`src/rtl/uart_pkg.sv`:
```
// uart_pkg: register addresses, CON bit positions and FSM state encoding
package uart_pkg;
  localparam logic [31:0] UART_TXD_ADDR = 32'h4000_0018;
  localparam logic [31:0] UART_RXD_ADDR = 32'h4000_001C;
  localparam logic [31:0] UART_CON_ADDR = 32'h4000_0020;
  localparam int CON_TX_IRQ_EN = 0;
  localparam int CON_RX_IRQ_EN = 1;
  localparam int CON_TX_DONE   = 2;
  localparam int CON_RX_FULL   = 3;
  localparam int CON_TX_BUSY   = 4;
  localparam int CON_RX_OVR    = 5;
  localparam int CON_FRAME_ERR = 6;
  localparam int CON_TX_OVF    = 7;
  typedef enum logic [1:0] {IDLE, START, DATA, STOP} uart_state_t;
endpackage

```
`src/rtl/uart_rx_core.sv`:
```
// uart_rx_core: synchronises the serial input and recovers 8N1 bytes
module uart_rx_core
  import uart_pkg::*;
#(
  parameter int OSR_DIV = 1
) (
  input  logic       clk,
  input  logic       rst,
  input  logic       rx_i,
  output logic       byte_valid_o,
  output logic [7:0] byte_o,
  output logic       frame_err_o
);
  localparam int DW = $clog2(OSR_DIV + 1);
  logic [1:0]    sync_q;
  logic [DW-1:0] div_q;
  logic          tick;
  logic          rx_s;
  uart_state_t   state_q;
  logic [3:0]    tcnt_q;
  logic [2:0]    bit_q;
  logic [7:0]    sh_q;
  assign rx_s = sync_q[1];
  assign tick = div_q == DW'(OSR_DIV - 1);
  // two-flop synchroniser, idles high like the line
  always_ff @(posedge clk or posedge rst)
    if (rst) sync_q <= 2'b11;
    else sync_q <= {sync_q[0], rx_i};
  // free-running oversample divider
  always_ff @(posedge clk or posedge rst)
    if (rst) div_q <= '0;
    else div_q <= tick ? '0 : div_q + 1'b1;
  // receive FSM: mid-start check, 16-tick bit spacing, stop-bit verdict
  always_ff @(posedge clk or posedge rst)
    if (rst) begin
      state_q      <= IDLE;
      tcnt_q       <= '0;
      bit_q        <= '0;
      sh_q         <= '0;
      byte_valid_o <= 1'b0;
      byte_o       <= '0;
      frame_err_o  <= 1'b0;
    end else begin
      byte_valid_o <= 1'b0;
      frame_err_o  <= 1'b0;
      case (state_q)
        IDLE: if (!rx_s) begin
          state_q <= START;
          tcnt_q  <= '0;
        end
        START: if (tick) begin
          tcnt_q <= tcnt_q + 1'b1;
          if (tcnt_q == 4'd7) begin
            tcnt_q  <= '0;
            bit_q   <= '0;
            state_q <= rx_s ? IDLE : DATA;
          end
        end
        DATA: if (tick) begin
          tcnt_q <= tcnt_q + 1'b1;
          if (tcnt_q == 4'd15) begin
            sh_q  <= {rx_s, sh_q[7:1]};
            bit_q <= bit_q + 1'b1;
            if (bit_q == 3'd7) state_q <= STOP;
          end
        end
        default: if (tick) begin
          tcnt_q <= tcnt_q + 1'b1;
          if (tcnt_q == 4'd15) begin
            byte_valid_o <= rx_s;
            frame_err_o  <= !rx_s;
            byte_o       <= sh_q;
            state_q      <= IDLE;
          end
        end
      endcase
    end
endmodule

```
`src/rtl/uart_bus_slave.sv`:
```
// uart_bus_slave: memory-mapped 8N1 UART with TXD/RXD/CON registers and level irq
module uart_bus_slave
  import uart_pkg::*;
#(
  parameter int CLK_FREQ = 50_000_000,
  parameter int BAUD     = 9600,
  parameter int OSR_DIV  = (CLK_FREQ / (BAUD * 16)) < 1 ? 1 : CLK_FREQ / (BAUD * 16)
) (
  input  logic        clk,
  input  logic        reset,
  input  logic        rd,
  input  logic        wr,
  input  logic [31:0] addr,
  input  logic [31:0] wdata,
  output logic [31:0] rdata,
  output logic        irq,
  input  logic        uart_rx,
  output logic        uart_tx
);
  localparam int BIT = 16 * OSR_DIV;
  localparam int CW  = $clog2(BIT);
  uart_state_t tx_state_q;
  logic [CW-1:0] tx_cnt_q;
  logic [2:0]    tx_bit_q;
  logic [7:0]    tx_sh_q;
  logic [7:0]    txd_q;
  logic          tx_q;
  logic [7:0]    rx_data_q;
  logic          tx_irq_en_q, rx_irq_en_q, tx_done_q, rx_full_q;
  logic          rx_ovr_q, frame_err_q, tx_ovf_q, irq_q;
  logic          rx_valid, rx_ferr;
  logic [7:0]    rx_byte;
  logic          sel_txd, sel_rxd, sel_con;
  logic          tx_busy, tx_accept, tx_bit_end, tx_end;
  logic          txd_wr, rxd_rd, con_rd, con_wr;
  logic [7:0]    con;
  logic          unused_wdata;
  assign unused_wdata = ^wdata[31:8];
  assign sel_txd    = addr == UART_TXD_ADDR;
  assign sel_rxd    = addr == UART_RXD_ADDR;
  assign sel_con    = addr == UART_CON_ADDR;
  assign txd_wr     = wr & sel_txd;
  assign rxd_rd     = rd & sel_rxd;
  assign con_rd     = rd & sel_con;
  assign con_wr     = wr & sel_con;
  assign tx_busy    = tx_state_q != IDLE;
  assign tx_accept  = txd_wr & !tx_busy;
  assign tx_bit_end = tx_cnt_q == CW'(BIT - 1);
  assign tx_end     = tx_state_q == STOP && tx_bit_end;
  assign con = {tx_ovf_q, frame_err_q, rx_ovr_q, tx_busy, rx_full_q, tx_done_q, rx_irq_en_q, tx_irq_en_q};
  assign rdata = !rd    ? 32'h0 :
                 sel_txd ? {24'h0, txd_q} :
                 sel_rxd ? {24'h0, rx_data_q} :
                 sel_con ? {24'h0, con} : 32'h0;
  assign uart_tx = tx_q;
  assign irq     = irq_q;
  uart_rx_core #(.OSR_DIV(OSR_DIV)) u_rx (
    .clk          (clk),
    .rst          (reset),
    .rx_i         (uart_rx),
    .byte_valid_o (rx_valid),
    .byte_o       (rx_byte),
    .frame_err_o  (rx_ferr)
  );
  // transmit FSM: each state lasts BIT cycles, data goes out LSB first
  always_ff @(posedge clk or posedge reset)
    if (reset) begin
      tx_state_q <= IDLE;
      tx_cnt_q   <= '0;
      tx_bit_q   <= '0;
      tx_sh_q    <= '0;
      txd_q      <= '0;
      tx_q       <= 1'b1;
    end else if (tx_accept) begin
      tx_state_q <= START;
      tx_cnt_q   <= '0;
      tx_sh_q    <= wdata[7:0];
      txd_q      <= wdata[7:0];
      tx_q       <= 1'b0;
    end else if (tx_busy) begin
      tx_cnt_q <= tx_bit_end ? '0 : tx_cnt_q + 1'b1;
      if (tx_bit_end)
        case (tx_state_q)
          START: begin
            tx_state_q <= DATA;
            tx_bit_q   <= '0;
            tx_q       <= tx_sh_q[0];
          end
          DATA: begin
            tx_bit_q   <= tx_bit_q + 1'b1;
            tx_sh_q    <= tx_sh_q >> 1;
            tx_q       <= tx_bit_q == 3'd7 ? 1'b1 : tx_sh_q[1];
            tx_state_q <= tx_bit_q == 3'd7 ? STOP : DATA;
          end
          default: begin
            tx_state_q <= IDLE;
            tx_q       <= 1'b1;
          end
        endcase
    end
  // CON/RXD state: new events take priority over read-to-clear
  always_ff @(posedge clk or posedge reset)
    if (reset) begin
      tx_irq_en_q <= 1'b0;
      rx_irq_en_q <= 1'b0;
      tx_done_q   <= 1'b0;
      rx_full_q   <= 1'b0;
      rx_ovr_q    <= 1'b0;
      frame_err_q <= 1'b0;
      tx_ovf_q    <= 1'b0;
      rx_data_q   <= '0;
      irq_q       <= 1'b0;
    end else begin
      if (con_wr) {rx_irq_en_q, tx_irq_en_q} <= wdata[1:0];
      tx_done_q   <= tx_end | (tx_done_q & !con_rd);
      tx_ovf_q    <= (txd_wr & tx_busy) | (tx_ovf_q & !con_rd);
      rx_ovr_q    <= (rx_valid & rx_full_q & !rxd_rd) | (rx_ovr_q & !con_rd);
      frame_err_q <= rx_ferr | (frame_err_q & !con_rd);
      rx_full_q   <= rx_valid | (rx_full_q & !rxd_rd);
      if (rx_valid & (!rx_full_q | rxd_rd)) rx_data_q <= rx_byte;
      irq_q       <= (tx_irq_en_q & tx_done_q) | (rx_irq_en_q & rx_full_q);
    end
endmodule
```
`config.mk`:
```
export PLATFORM = sky130hd
export DESIGN_NAME = uart_bus_slave
export DESIGN_NICKNAME = d
export VERILOG_FILES = /design/src/rtl/uart_pkg.sv /design/src/rtl/uart_rx_core.sv /design/src/rtl/uart_bus_slave.sv
export SDC_FILE = /design/constraint.sdc
export NUM_CORES = 1
export LEC_CHECK = 0
export ABC_CLOCK_PERIOD_IN_PS = 7650
export CAP_MARGIN = 10
export CORE_ASPECT_RATIO = 1.75
export CORE_MARGIN = 2
export CORE_UTILIZATION = 45
export CTS_CLUSTER_SIZE = 30
export DETAILED_ROUTE_END_ITERATION = 7
export DONT_BUFFER_PORTS = 1
export PLACE_DENSITY = 0.59
export REMOVE_ABC_BUFFERS = 1
export SKIP_CTS_REPAIR_TIMING = 1
export SLEW_MARGIN = 20
export SYNTH_ARGS = -nofsm -noshare
export SYNTH_HDL_FRONTEND = slang
export SYNTH_SLANG_ARGS = --single-unit
```
`constraint.sdc`:
```
create_clock -name clk -period 7.65 [get_ports clk]
set_clock_uncertainty 0.1 [all_clocks]
set_input_delay 0.3825 -clock clk [delete_from_list [all_inputs] [get_ports clk]]
set_output_delay 0.3825 -clock clk [all_outputs]
set_load 0.05 [all_outputs]
```
==> flow_summary.ini <==
[setup_path]
r2r_start = tx_cnt_q[4]
rrSetupSlack_ns = 4.80
path_max_fanout = 8
crit_required_ns = 7.17
start_kind = primary input
critPathKind = primary input to output port
crit_start = addr[29]
arrival_ns = 2.42
end_kind = output port
worstSetupEndpoint = rdata[6]
reg2reg_to = tx_sh_q[0]
reg2regPathDepth = 5

[placement]
place_hpwl_um = 6730
place_congestion = 0.820
dp_slack_ns = 4.77
portBuffers = 0
placedCellCount = 526

[timing]
fmax_mhz = 345
setup_slack_ns = 4.75
period_needed_ns = 2.90
setup_viol = 0
tns_ns = 0
rsz0062_at_grt = no
hold_viol = 0
fin_crit_sh_pct = 37.9
drv_slew = 0
worst_slew_pin_slew_ns = 1.11
slew_headroom_pct = 26.0

[cells_and_area]
fillers = 902
drive_above_1_share_pct = 14.8
multi_input_area_mm2 = 0.00212
final_cells = 544
final_nets = 499
diodes = 0
final-seq-area_mm2 = 0.00223
area_growth_pct = 7.97

[flow_run]
drv_cap = 0

[die]
num_rows = 48
die_y_um = 137
dieArea_mm2 = 0.0110
dieWidth_um = 80.2
initial_utilization_pct = 46.4
io_pins = 103
coreArea_mm2 = 0.00985

[power_and_ir_drop]
p_total_mw = 0.984
internal-power_mw = 0.763
p_seq_share_pct = 48.0
pwr-share-comb_pct = 4.1
p_leak_nw = 2.30
p_clk_share_pct = 47.9
ir_worst_vdd_mv = 0.133
swShare_pct = 22.4
switchingPower_mw = 0.221
power.density_mw_per_mm2 = 199

[grt]
grt_pass1_wl_um = 15000
grtUsageTotal_pct = 18.0
antenna_found_initial = 0
grt_pass1_vias = 3032
grt-ovfl-total = 0
grt_max_degree = 59

[logic_synthesis]
synth.distinct_cells = 52
yosysMostFrequentCell = dfrtp_1
synth_area_leaders = dfrtp_1, mux2_2, ha_1
async_reset_ff_share_pct = 100
ys_seq_elements = 89
synth-compound-area-share_pct = 9.67
synth_top_family_by_area = multiplexers
yosysWarningCount = 0
synth_common_cells = dfrtp_1, mux2_2, nand2_1
synthAdderAreaFrac_pct = 4.38
netlist_area_mm2 = 0.00457
synth_top_area_share_pct = 47.1
synth_cells = 411
synth_xor_area_share_pct = 1.53
synth.largest_area_cell = dfrtp_1
ys_seq_area_share_pct = 48.8
synth.area.mux_share_pct = 15.1
synth-simple-area-share_pct = 13.8
avgSynthCellArea_um2 = 11.1
ys.flop_type = dfrtp_1
synth_edf_count = 0

[clocking]
clockRootBuffer = clkbuf_16
numCtsBuffers = 9
path_clk_slew_ns = 0.06
cts.sinks = 89
htreeDepth = 3
clock_latency_ns = 0.34
tritoncts = built
clock_path_buffers = 2

[route]
num_vias = 3003
post_drt_wl_per_cell_um = 16.8
viasPerCell = 5.52
drt_wl_total_um = 9120
dr.pass1.iters = 4
drc = 0
drt_iter0_drc = 113
final_antenna_net_count = 0

[min_path]
worstHoldStart = wdata[5]
hold_path_class = primary input to flip-flop

[outcome]
status = complete, no violations
layout make-up:
class,count,share of cell area [%]
clock buffer,10,4.64
clock inverter,6,1.85
inverter,19,1.47
multi-input combinational,292,43.1
sequential,89,45.2
tap,125,3.17
timing repair buffer,3,0.558
logic make-up (layout without fill, tap and decap cells):
family	after synthesis	count (layout)
and+or+nand+nor	114	114
DFF	89	89
AOI/OAI and AO/OA	67	67
muxes	63	63
buffers and inverters	53	38
adders and majority gates	16	16
xor gates and xnor gates	8	8
other	1	24
power by group through the flow:
stage	Combinational [mW]	Clock [mW]	Sequential, mW
after floorplan	0.0356	0	0.481
after global placement	0.0392	0	0.481
after detailed placement	0.0394	0	0.481
after CTS	0.0393	0.483	0.472
after global routing	0.0433	0.507	0.472
final	0.0399	0.471	0.472
per-layer routing:
metal	share of wire [%]	up-vias	GRT usage [%]
met5	0	-	0
met4	2.0	0	6.78
met3	4.5	12	5.70
met2	55	47	32.2
met1	38	1499	19.6
li1	-	1445	-
worst max-delay path, cell delays in order:
cell and delay [ns]:
nor4b_1 0.50, nand4_1 0.23, nor2_1 0.14, nand2_1 0.22
o2bb2ai_1 0.94
registers in the layout, summed over array words and instances, names as in the netlist, 2 cells and up:
name          flops
tx_state_q        2
tx_cnt_q         13
u_rx.byte_o       8
u_rx.bit_q        3
u_rx.sh_q         8
rx_data_q         8
tx_sh_q           8
u_rx.sync_q       2
u_rx.state_q      2
u_rx.tcnt_q       4
u_rx.div_q        9
txd_q             8
tx_bit_q          3
worst min path at each step:
stage	depth (start not counted)	endpoint	slack [ns]
6_report	1	tx_sh_q[5]	0.07
5_1_grt	1	tx_sh_q[4]	0.05
4_1_cts	1	tx_cnt_q[5]	-0.14
3_5_place_dp	1	tx_cnt_q[5]	0.23
3_3_place_gp	1	tx_cnt_q[5]	0.23
2_1_floorplan	0	u_rx.sync_q[1]	0.25
placed cells by master (no fill, tap or decap), drive strengths merged, types with 5 or more instances in the layout:
cell type  instances
clkbuf            10
inv               19
and3               9
mux2              49
a21oi              6
xnor2              5
ha                16
nor2              20
nand4              9
nand2             28
nand3             16
o2bb2ai            7
dfrtp             86
conb              24
and2               5
a31oi              6
mux2i             14
o21ai             26
nor4               8
metrics by stage:
step / utilization, % / hold WS [ns] / area [µm²]
4_1_cts: 49.9 / -0.140 / 4910
2_1_floorplan: - / 0.245 / 4430
6_report: 50.1 / 0.0699 / 4930
3_3_place_gp: 46.6 / 0.229 / 4590
3_5_place_dp: 46.6 / 0.229 / 4590
5_1_grt: 50.1 / 0.0527 / 4930
Power figures use the tool's default switching activity.
